$ cat config.mk
export PLATFORM = sky130hd
export DESIGN_NAME = uncached_write_buffer
export DESIGN_NICKNAME = d
export VERILOG_FILES = /design/src/rtl/uncached_write_buffer.sv
export SDC_FILE = /design/constraint.sdc
export NUM_CORES = 2
export LEC_CHECK = 0
export BUFFER_PORTS_ARGS = -buffer_cell sky130_fd_sc_hd__buf_2
export CORE_MARGIN = 2
export CORE_UTILIZATION = 55
export DETAILED_ROUTE_END_ITERATION = 8
export HOLD_SLACK_MARGIN = 0.02
export MAX_ROUTING_LAYER = met4
export PLACE_DENSITY = 0.75
export SLEW_MARGIN = 0
export SYNTH_ARGS = -nofsm -noshare
export SYNTH_HDL_FRONTEND = slang
export SYNTH_SLANG_ARGS = --single-unit
$ cat constraint.sdc
create_clock -name clk -period 26.9 [get_ports clk]
set_input_delay 2.69 -clock clk [delete_from_list [all_inputs] [get_ports clk]]
set_output_delay 2.69 -clock clk [all_outputs]
set_load 0.03 [all_outputs]
$ cat src/rtl/uncached_write_buffer.sv
// Uncached store buffer: merges CPU stores per 32-byte line, drains each
// line as af command + two masked 128-bit wdf beats.
//
// Ports: clk, rst (sync, active-high); addr/din/we store request,
// stall back to CPU; af_full/wdf_full FIFO back-pressure; idle when
// empty and not draining; af_addr_din/af_wr_en and
// wdf_din/wdf_mask_din/wdf_wr_en push the af and wdf FIFOs.
module uncached_write_buffer #(
  parameter int DEPTH    = 4,
  parameter bit COALESCE = 1'b1
) (
  input  logic         clk,
  input  logic         rst,
  input  logic [31:0]  addr,
  input  logic [31:0]  din,
  input  logic [3:0]   we,
  input  logic         af_full,
  input  logic         wdf_full,
  output logic         stall,
  output logic         idle,
  output logic [30:0]  af_addr_din,
  output logic         af_wr_en,
  output logic [127:0] wdf_din,
  output logic [15:0]  wdf_mask_din,
  output logic         wdf_wr_en
);

  localparam int PW = (DEPTH > 1) ? $clog2(DEPTH) : 1;
  localparam int CW = $clog2(DEPTH + 1);

  typedef enum logic [1:0] {
    D_IDLE,
    D_BEAT0,
    D_BEAT1
  } dstate_e;

  logic [22:0]  tag_q  [DEPTH];
  logic [255:0] data_q [DEPTH];
  logic [31:0]  ben_q  [DEPTH];

  logic [PW-1:0] head_q, tail_q, newest;
  logic [CW-1:0] count_q;

  logic [22:0]  out_tag_q;
  logic [255:0] out_data_q;
  logic [31:0]  out_ben_q;

  dstate_e state_q, state_d;

  logic        pop, push, merge;
  logic        store_req, nonempty, full;
  logic [22:0] line_tag;

  logic [PW-1:0] wr_idx;
  logic [255:0]  base_data, wr_data;
  logic [31:0]   base_ben, wr_ben;
  logic [31:0]   old_word, new_word;
  logic [7:0]    wofs;
  logic [4:0]    bofs;

  logic unused_addr;
  assign unused_addr = ^{addr[31:28], addr[1:0]};

  function automatic logic [PW-1:0] inc(input logic [PW-1:0] p);
    return (p == PW'(DEPTH - 1)) ? '0 : p + 1'b1;
  endfunction

  assign newest    = (tail_q == '0) ? PW'(DEPTH - 1)
                                    : tail_q - 1'b1;
  assign store_req = |we;
  assign nonempty  = (count_q != '0);
  assign full      = (count_q == CW'(DEPTH));
  assign line_tag  = addr[27:5];

  // The newest entry is only frozen when it is also the head
  // being popped this cycle.
  assign merge = COALESCE && store_req && nonempty
              && (tag_q[newest] == line_tag)
              && !(pop && (count_q == CW'(1)));

  assign stall = store_req && !merge && full;
  assign push  = store_req && !merge && !full;

  // Word w lives at data[255-32w -: 32], i.e. base (7-w)*32.
  assign wofs = {~addr[4:2], 5'b0};
  assign bofs = {~addr[4:2], 2'b0};

  always_comb begin
    wr_idx    = merge ? newest : tail_q;
    base_data = merge ? data_q[newest] : '0;
    base_ben  = merge ? ben_q[newest] : '0;
    old_word  = base_data[wofs +: 32];
    new_word  = old_word;
    for (int k = 0; k < 4; k++) begin
      if (we[k]) new_word[8*k +: 8] = din[8*k +: 8];
    end
    wr_data = base_data;
    wr_data[wofs +: 32] = new_word;
    wr_ben = base_ben;
    wr_ben[bofs +: 4] = base_ben[bofs +: 4] | we;
  end

  always_ff @(posedge clk) begin
    if (push || merge) begin
      tag_q[wr_idx]  <= line_tag;
      data_q[wr_idx] <= wr_data;
      ben_q[wr_idx]  <= wr_ben;
    end
  end

  always_comb begin
    state_d   = state_q;
    pop       = 1'b0;
    af_wr_en  = 1'b0;
    wdf_wr_en = 1'b0;
    unique case (state_q)
      D_IDLE: begin
        if (nonempty) begin
          pop     = 1'b1;
          state_d = D_BEAT0;
        end
      end
      D_BEAT0: begin
        af_wr_en  = !af_full && !wdf_full;
        wdf_wr_en = af_wr_en;
        if (af_wr_en) state_d = D_BEAT1;
      end
      D_BEAT1: begin
        wdf_wr_en = !wdf_full;
        if (wdf_wr_en) begin
          if (nonempty) begin
            pop     = 1'b1;
            state_d = D_BEAT0;
          end else begin
            state_d = D_IDLE;
          end
        end
      end
      default: state_d = D_IDLE;
    endcase
  end

  always_ff @(posedge clk) begin
    if (rst) begin
      state_q    <= D_IDLE;
      head_q     <= '0;
      tail_q     <= '0;
      count_q    <= '0;
      out_tag_q  <= '0;
      out_data_q <= '0;
      out_ben_q  <= '0;
    end else begin
      state_q <= state_d;
      count_q <= count_q + CW'(push) - CW'(pop);
      if (push) tail_q <= inc(tail_q);
      if (pop) begin
        head_q     <= inc(head_q);
        out_tag_q  <= tag_q[head_q];
        out_data_q <= data_q[head_q];
        out_ben_q  <= ben_q[head_q];
      end
    end
  end

  assign idle        = !nonempty && (state_q == D_IDLE);
  assign af_addr_din = {6'b0, out_tag_q, 2'b00};

  always_comb begin
    if (state_q == D_BEAT1) begin
      wdf_din      = out_data_q[127:0];
      wdf_mask_din = ~out_ben_q[15:0];
    end else begin
      wdf_din      = out_data_q[255:128];
      wdf_mask_din = ~out_ben_q[31:16];
    end
  end

endmodule
==> summary.md <==
| Metric | Value |
|---|---|
| Global-route wire length before repair | 308000 um |
| Post-synth top area cell | edfxtp_1 |
| Commonest non-fill, non-tap cell in the layout | edfxtp_1 |
| Starting Density | 55.5% |
| Worst Path Max Fanout | 98 |
| Avg Inst Size Synth | 15.1 um^2 |
| Type of origin of the critical path | flip-flop |
| Clock Sink Count | 1564 |
| Top post-synthesis cells by area | edfxtp_1 (52%), mux4_2 (19%), dfxtp_1 (8.9%) |
| Main flop type after synthesis | edfxtp_1 |
| Drt pass-1 iters | 6 |
| Tmin final | 9.59 ns |
| EDFF count, synth | 1244 |
| FF-to-FF path depth | 15 |
| R2R Path Start | tail_q[0] |
| Postcts setup bufs | 0 |
| H-tree Lvls | 4 |
| Post-route ant nets | 0 |
| Max-cap violation count | 0 |
| Final Skew | 0.0245 ns |
| Initial antenna violation count | 20 |
| Status | completed |
| Area Growth Syn to Fin | 10.5% |
| Post-DR vias/cell | 7.11 |
| CP endpoint kind | output port |
| Most frequent cells in the layout | edfxtp_1 (1244), nand2_1 (777), mux4_2 (620), a21oi_1 (319), dfxtp_1 (318) |
| Vias in the first global route | 46300 |
| Site Rows | 132 |
| Post-CTS Hold Buffers | 0 |
| Pin count of the biggest net entering global routing | 131 |
| Post-DP HPWL | 127000 um |
| Hold Crit Class | flip-flop to flip-flop |
| Fin cells | 6761 |
| Total grt overflow | 0 |
| # nets final | 4952 |
| Syn Inst Count | 4778 |
| Overall Global Routing Usage | 32.1% |
| TritonCTS clock tree | done |
| Reg2reg end | data_q[2][45] |
| Clk_lat worst skew | 0.82 ns |
| Placed instance count | 6447 |
| Hold path depth | 2 |
| Final worst path period share | 35.6% |
| Clock root cell | clkbuf_16 |
| Num CTS Buffers | 158 |
| Share of the synthesized area in the top cell type | 51.9% |
| I/O pins | 251 |
| Max VDD drop | 0.000156 V |
| # DRC | 0 |
| Die Wd | 366 um |
| Fin. max-slew vios | 0 |
| GPL Wtd Cong | 0.901 |
| Worst EP arrival | 6.90 ns |
| Ratio of cells with drive above 1 in the final layout | 26.8% |
| RSZ-0062 raised after global routing | false |
| Slew at the pin closest to its max-slew limit | 1.35 ns |
| Worst R2R Setup Slack | 18.04 ns |
| Post-synthesis sequential area ratio | 60.8% |
| Core area | 130000 um^2 |
| Mapped Area | 72000 um^2 |
| Leak | 26.6 nW |
| CTS Buffer Depth | 3 |
| Post_cts resized | 0 |
| Fmax | 104 MHz |
| Synthesized flop and latch total | 1564 |
| Critical path data required time | 24.21 ns |
| Port-buffer cells | 236 |
| Vias | 48100 |
| Endpoints failing hold | 0 |
| Hold_sp | out_tag_q[5] |
| Wire per inst | 31.3 um |
| Hold worst-path end | out_tag_q[5] |
| Die area | 134000 um^2 |
| Post-synth ARST share | 0% |
| Placed cell area | 74500 um^2 |
| Yosys warnings | 0 |
| Fin area | 79600 um^2 |
| Die Ht | 366 um |
| WL final | 212000 um |
| Worst relative slew slack | 9.49% |
| Setup violations, final | 0 |
| Kind of critical path | flip-flop to output port |
| Worst-path clk slew | 0.06 ns |
| First-iteration detailed-routing DRC count | 8346 |
| Power per Cell Area | 130 nW/um^2 |
| Netlist cell types | 48 |
-- cell families (layout without fill, tap and decap cells) --
kind of cell / count (synthesis) / in the layout / synth area share [%]
buf+inv: 407 / 622 / 2.45
fa+ha+maj: 15 / 15 / 0.271
simple gates: 1154 / 1154 / 6.75
xor+xnor: 24 / 24 / 0.292
compound gates: 827 / 827 / 7.56
other cells: 1 / 27 / 0.00521
mux: 786 / 786 / 21.9
flops: 1564 / 1564 / 60.8
-- routing by layer --
metal / wire length (um) / track usage (%)
met5: 0 / -
met3: 31400 / 10.9
met2: 94200 / 45.4
met4: 9100 / 12.1
met1: 76900 / 43.3
-- Yosys cell counts, types with 59 or more instances --
cell type,n
edfxtp_1,1244
nand2_1,782
mux4_2,620
dfxtp_1,320
a21oi_1,319
clkbuf_1,247
nand3_1,207
o221ai_1,193
mux2_2,136
o22ai_1,128
nor2_1,91
a22o_1,88
o21ai_0,66
buf_1,59
-- how the worst max path moves through the flow --
stage / endpoint / slack (ns) / cells after the start / startpoint
5_1_grt: stall / 17.08 / 12 / tail_q[0]
2_1_floorplan: ben_q[2][0] / -1.08 / 9 / we[0]
3_3_place_gp: data_q[2][174] / 18.15 / 15 / tail_q[0]
4_1_cts: stall / 17.21 / 12 / tail_q[0]
6_report: stall / 17.31 / 12 / tail_q[0]
3_5_place_dp: data_q[0][158] / 18.07 / 15 / tail_q[0]
-- flip-flops by register name, summed over array words and instances (netlist names) --
name / count
tag_q: 92
out_ben_q: 32
out_tag_q: 23
out_data_q: 256
count_q: 3
tail_q: 2
head_q: 2
data_q: 1024
state_q: 2
ben_q: 128
-- worst max-delay path, cell delays in order (launching register included) --
cell and delay (ns):
dfxtp_1 0.58, inv_1 0.23, ha_1 0.71, inv_8 0.66
buf_4 0.85, mux4_2 0.44, xnor2_1 0.21, nand3_1 0.18
nor4b_1 0.50, and3_4 0.30, buf_4 0.85, nor3_1 0.25
buf_2 0.27
-- report_power, final --
group	switching (W)	internal (W)
Combinational	0.00260	0.00164
Clock	0.000930	0.00123
Sequential	0.000372	0.00354
Total	0.00390	0.00642
-- through the flow --
| step | util [%] | setup slack [ns] | TNS (ns) | hold WS [ns] | power [W] |
|---|---|---|---|---|---|
| after floorplan | - | -1.08 | -1348.92 | 0.433 | 0.00724 |
| after global placement | 57.4 | 18.15 | 0 | 0.438 | 0.00801 |
| after detailed placement | 57.4 | 18.07 | 0 | 0.443 | 0.00812 |
| after CTS | 61.3 | 17.21 | 0 | 0.453 | 0.0103 |
| after global routing | 61.3 | 17.08 | 0 | 0.468 | 0.0107 |
| final | 61.3 | 17.31 | 0 | 0.450 | 0.0103 |
-- cell type report --
cell class | count | area [um^2]
inverter | 17 | 78.8
fill | 9322 | 50200
clock buffer | 222 | 4340
antenna | 19 | 47.5
timing repair buffer | 310 | 1860
multi-input combinational | 2814 | 26600
sequential | 1564 | 43800
tap | 1742 | 2180
clock inverter | 73 | 723
(Power assumes the default switching activity.)
